$ cat config.mk
export PLATFORM = sky130hd
export DESIGN_NAME = ip_fifo_rd_stage
export DESIGN_NICKNAME = d
export VERILOG_FILES = /design/src/rtl/ip_fifo_rd_stage.sv
export SDC_FILE = /design/constraint.sdc
export NUM_CORES = 1
export LEC_CHECK = 0
export CAP_MARGIN = 20
export CORE_ASPECT_RATIO = 0.7
export CORE_MARGIN = 5
export CORE_UTILIZATION = 50
export CTS_BUF_LIST = sky130_fd_sc_hd__clkbuf_4 sky130_fd_sc_hd__clkbuf_8
export DETAILED_ROUTE_END_ITERATION = 10
export PLACE_DENSITY = 0.83
export SYNTH_ARGS = -nofsm -noshare
export SYNTH_HDL_FRONTEND = slang
export SYNTH_SLANG_ARGS = --single-unit
$ cat constraint.sdc
create_clock -name clk -period 3.72 [get_ports clk]
set_input_delay 0.372 -clock clk [delete_from_list [all_inputs] [get_ports clk]]
set_output_delay 0.372 -clock clk [all_outputs]
set_load 0.005 [all_outputs]
$ cat src/rtl/ip_fifo_rd_stage.sv
// ip_fifo_rd_stage: FIFO read-side skid stage turning pop/rdata into a valid/ready stream.
// Define IP_FIFO_RD_STAT_EN to enable the saturating backpressure stall counter.
module ip_fifo_rd_stage #(
   parameter int DWID   = 32,
   parameter int RD_LAT = 1
) (
   input  logic            clk,
   input  logic            rst,
   input  logic            ff_empty,
   input  logic [DWID-1:0] rdata,
   input  logic            flush,
   output logic            pop,
   output logic            rflush,
   output logic            dout_vld,
   output logic [DWID-1:0] dout,
   input  logic            dout_rdy,
   output logic [1:0]      stage_lvl,
   output logic [15:0]     stall_cnt
);
   localparam int BUF_DEP = RD_LAT + 1;
   localparam int IW = $clog2(BUF_DEP);
   logic [DWID-1:0] buf_q [BUF_DEP];
   logic [IW-1:0] wr_idx, rd_idx;
   logic [RD_LAT-1:0] pipe;
   logic [1:0] infl;
   logic [2:0] occ;
   logic fire, cap;
   function automatic logic [IW-1:0] nxt(input logic [IW-1:0] i);
      return i == IW'(BUF_DEP - 1) ? '0 : i + 1'b1;
   endfunction
   always_comb begin
      infl = '0;
      for (int i = 0; i < RD_LAT; i++) infl = infl + 2'(pipe[i]);
   end
   assign fire = dout_vld & dout_rdy;
   assign cap = pipe[RD_LAT-1];
   assign dout_vld = stage_lvl != 2'd0;
   assign dout = buf_q[rd_idx];
   assign rflush = flush;
   // a word leaving this cycle frees its slot for a pop issued in the same cycle
   assign occ = 3'(stage_lvl) + 3'(infl);
   assign pop = ~rst & ~flush & ~ff_empty & (occ < 3'(BUF_DEP) + 3'(fire));
   always_ff @(posedge clk) begin
      if (rst || flush) begin
         pipe <= '0;
         wr_idx <= '0;
         rd_idx <= '0;
         stage_lvl <= '0;
         for (int i = 0; i < BUF_DEP; i++) buf_q[i] <= '0;
      end else begin
         pipe <= RD_LAT'({pipe, pop});
         if (cap) begin
            buf_q[wr_idx] <= rdata;
            wr_idx <= nxt(wr_idx);
         end
         if (fire) rd_idx <= nxt(rd_idx);
         stage_lvl <= stage_lvl + 2'(cap) - 2'(fire);
      end
   end
`ifdef IP_FIFO_RD_STAT_EN
   always_ff @(posedge clk) begin
      if (rst || flush) stall_cnt <= '0;
      else if (dout_vld && !dout_rdy && stall_cnt != 16'hFFFF) stall_cnt <= stall_cnt + 16'd1;
   end
`else
   assign stall_cnt = 16'h0;
`endif
endmodule

-- Yosys cells after proc, flatten, opt, wreduce, memory -nomap -nowiden
Memories as Yosys holds them, arrays and structs flattened. A register that Yosys moved wholly into a read port is not among the register bits.
Index checks and enable logic that the tools add are counted.
- register bits: 5
- bits in writable memories: 64
- bits of input ports: 37
- logic and storage cells: 34
- memories: 1
- memories (name ; words ; width ; read ports ; clocked after memory_dff ; wr ports ; RTL line ; text):
    buf_q ; 2 ; 32 ; 1 ; 1 ; 2 ; 22 ; logic [DWID-1:0] buf_q [BUF_DEP];
- add/subtract/negate cells: 6
- magnitude comparators: 1
- mux-type cells: 12
- bitwise operators: 7
- reduce and logical (&&, ||, !) cells: 3
- operators with widths (operator ; number):
    $mux W32 ; 1
    $reduce_or A32 Y1 ; 1
    $mux W1 ; 11
    $and A1 B1 Y1 ; 4
    $add A2 B1 Y3 ; 1
    $add A2 B1 Y3 const A ; 1
    $lt A3 B3 Y1 ; 1
    $not A1 Y1 ; 3
    $add A1 B1 Y1 const B ; 2
    $add A2 B1 Y2 ; 1
    $reduce_bool A2 Y1 ; 1
    $sub A2 B1 Y2 ; 1
    $logic_or A1 B1 Y1 ; 1

-- Logic depth before layout (Yosys ltp)
- depth in word-level cells: 5
- gate-level depth with buffers: 8
- gate-level depth less buffers: 8

-- Worst setup path before layout
No wires, ideal clock.
- path type: flip-flop to flip-flop
- from: register pipe, in the netlist cap
- to: memory buf_q[0][0], enable pin
- arrival time: 2.741 ns
- path slack: 0.514 ns
- stages on the path, launching flop included: 3
- path buffers: 0
- period minus slack after synthesis: 3.206 ns
- cells stage by stage: dfxtp_1 inv_2 o21ai_0
- RTL lines (element ; RTL line ; text):
    start: declaration ; 24 ; logic [RD_LAT-1:0] pipe;
    start signal: assignment ; 51 ; pipe <= RD_LAT'({pipe, pop});
    end: declaration ; 22 ;

==> metrics.md <==
| Metric | Value |
|---|---|
| Post-synthesis cell count | 221 |
| Tcrit/Tclk final | 70.50% |
| Total grt overflow | 0 |
| Routed len/inst | 16.17 um |
| CTS resizes | 0 |
| Post-synthesis mux area share | 11.18% |
| First-pass GRT wire length | 10010 um |
| Post-synth top cells | edfxtp_1, and2_1, mux2_2 |
| Synth-to-Final Area Change | 30.51% |
| Cell area after synthesis | 0.003223 mm2 |
| Synth unique cells | 25 |
| Xor and xnor area share after synthesis | 1.087% |
| Largest net degree at the start of global routing | 34 |
| Max-cap violation count | 0 |
| Worst ir drop on vdd | 0.0002119 V |
| Rel. slew slack | 46.52% |
| Slowest cell delay on critical path | 0.67 ns |
| FFs w/ async S/R, synth | 0% |
| Worst hold path class | register to register |
| Setup WS post-layout | 1.097 ns |
| Syn_area_per_cell | 14.58 um2 |
| Die extent in x | 106.0 um |
| CP required | 3.35 ns |
| Register area | 0.002042 mm2 |
| Min cycle time layout | 2.623 ns |
| Startpoint types | register |
| Hold-fix buffers, CTS | 0 |
| Hold path cells | 2 |
| CTS Buf Count | 9 |
| Setup WS pre-CTS | 0.8634 ns |
| Top cell type's share of synthesized area | 59.63% |
| R2r startpoint | wr_idx$_SDFFE_PP0P_ |
| Largest cells by area after synthesis | edfxtp_1, mux2_2, and2_1 |
| # setup viols final | 0 |
| Main combinational cell family by area after synthesis | simple AND/OR/NAND/NOR gates |
| Clock Sinks | 70 |
| RR Endpoint | buf_q[1][1]$_SDFFCE_PN0P_ |
| CP arrival | 2.25 ns |
| Clock buffer depth | 2 |
| Inserted Diodes | 0 |
| Count leader, synth | edfxtp_1 |
| Gr usage total | 16.31% |
| Reg clk slew, reported paths | 0.06 ns |
| R2R setup slack | 1.68 ns |
| Fillers | 481 |
| Clk_skew | 0.005587 ns |
| Synth Register Bits | 70 |
| Synth Area in Adders | 1.553% |
| CTS tree | yes |
| Post-DP HPWL | 4091 um |
| Post-route ant nets | 0 |
| Pwr/cell area | 403.0 mW/mm2 |
| Site row count | 24 |
| Fin. max-slew vios | 0 |
| WS Path Type | register to output pin |
| Nets | 337 |
| CP max-delay cell | dfxtp_1 |
| Clk_lat worst skew | 0.33 ns |
| Compound-gate portion of the synthesized area | 0.4658% |
| Sequential element share of the synthesized area | 63.35% |
| Core Region | 0.006246 mm2 |
| Top Ports | 90 |
| Outcome | finished, final reports clean |
| Crit-path max FO | 20 |
| Hold Startpoint | rd_idx$_SDFFE_PP0P_ |
| Vias after detailed routing | 1849 |
| Post-synth EDFFs | 64 |
| Die boundary height | 77.18 um |
| Critical Path Sink Type | output pin |
| Slew @ Worst Pin | 0.8022 ns |
| Ys flop type | edfxtp_1 |
| Vias in the first global route | 1989 |
| TNS Setup | 0 ns |
| Yosys top cell by area | edfxtp_1 |
| Post-CTS setup buffer count | 0 |
| Root buf cell | clkbuf_8 |
| P_leak | 1.700 nW |
| Pwr Total | 1.695 mW |
| Synth Area in Simple Gates | 16.42% |
| Multi-input gate area | 0.001064 mm2 |
| Post-layout util | 67.35% |
| Initial antenna violation count | 0 |
| Number of hold violations in the final report | 0 |
| Yosys warns | 0 |
| H-Tree Depth | 3 |
| Pre-antenna DRT Iters | 4 |
| R2r worst-path depth | 2 |
| Port buffer count | 73 |
| Initial core utilization | 51.60% |
| Worst-path cell chain | buf_4 > mux2_2 > clkdlybuf4s50_1 |
| Total die area | 0.008177 mm2 |
| RSZ-0062 raised after global routing | false |
| Vias per std cell | 4.879 |
| Layout cells sized above 1 | 27.57% |
| DR DRC count | 0 |
| WL final | 6130 um |
| Iter 0 DRT Violations | 92 |
| Highest clock rate | 381.3 MHz |
| Placer Congestion | 0.7888 |
## kinds of logic after synthesis
family | after synthesis
simple gates | 77
other cells | 1
fa+ha+maj | 4
xor+xnor | 4
flops | 70
mux | 32
buf+inv | 30
compound gates | 3
## where the power goes
group | switching [mW] | internal [mW] | total (mW)
logic | 0.0577 | 0.0948 | 0.153
clock network | 0.260 | 0.381 | 0.640
registers | 0.0110 | 0.891 | 0.902
## critical path: cells and delay by family, from the launching register on
kind,cells,cell delay [ns]
muxes,1,0.39
buffers and inverters,2,0.85
DFF,1,0.67
## sequential cells by signal, indices dropped and copies added, names as in the netlist, named ones only
name       flops
buf_q         64
cap            1
stage_lvl      2
wr_idx         1
rd_idx         1
## area by class of cell
cell class / instances / area share (%)
Clock buffer: 13 / 4.253
Clock inverter: 3 / 0.9518
Inverter: 3 / 0.2677
Multi-Input combinational cell: 136 / 25.28
Sequential cell: 70 / 48.54
Tap cell: 78 / 2.320
Timing Repair Buffer: 76 / 18.38
## routing by layer
metal / part of all wire (%) / wire (um) / track usage [%] / up-vias
met5: 0 / 0 / 0 / -
met4: 1.8 / 109 / 7.245 / 0
met3: 6.7 / 409 / 5.537 / 12
met2: 48 / 2951 / 25.70 / 75
met1: 43 / 2659 / 20.49 / 878
li1: - / - / - / 884
## worst max-delay path by stage
stage / start / to / slack [ns] / depth (start not counted)
6_report: register / dout[8] / 1.10 / 3
3_3_place_gp: flush / buf_q[1][16]$_SDFFCE_PN0P_ / 0.97 / 4
4_1_cts: register / dout[10] / 1.01 / 3
5_1_grt: register / dout[10] / 0.93 / 3
2_1_floorplan: cap$_SDFF_PP0_ / buf_q[0][0]$_SDFFCE_PN0P_ / 0.51 / 2
3_5_place_dp: flush / buf_q[1][12]$_SDFFCE_PN0P_ / 0.86 / 4
## through the flow
| stage | instances | instance area, um2 | hold slack [ns] |
|---|---|---|---|
| 2_1_floorplan | 236 | 3279 | 0.4487 |
| 3_3_place_gp | 362 | 3960 | 0.5875 |
| 3_5_place_dp | 362 | 3960 | 0.5932 |
| 4_1_cts | 378 | 4179 | 0.6268 |
| 5_1_grt | 379 | 4207 | 0.6934 |
| 6_report | 379 | 4207 | 0.6007 |
## layout by cell type, fill, tap and decap left out, types with 4 or more instances in the layout
| master | synthesis | final |
|---|---|---|
| mux2_2 | 30 | 30 |
| ha_1 | 4 | 4 |
| edfxtp_1 | 64 | 64 |
| and2_2 | 27 | 27 |
| and2_1 | 39 | 39 |
| clkdlybuf4s50_1 | 0 | 73 |
| dfxtp_1 | 6 | 6 |
| conb_1 | 1 | 16 |
| clkbuf_8 | 0 | 13 |
(Power assumes the default switching activity.)
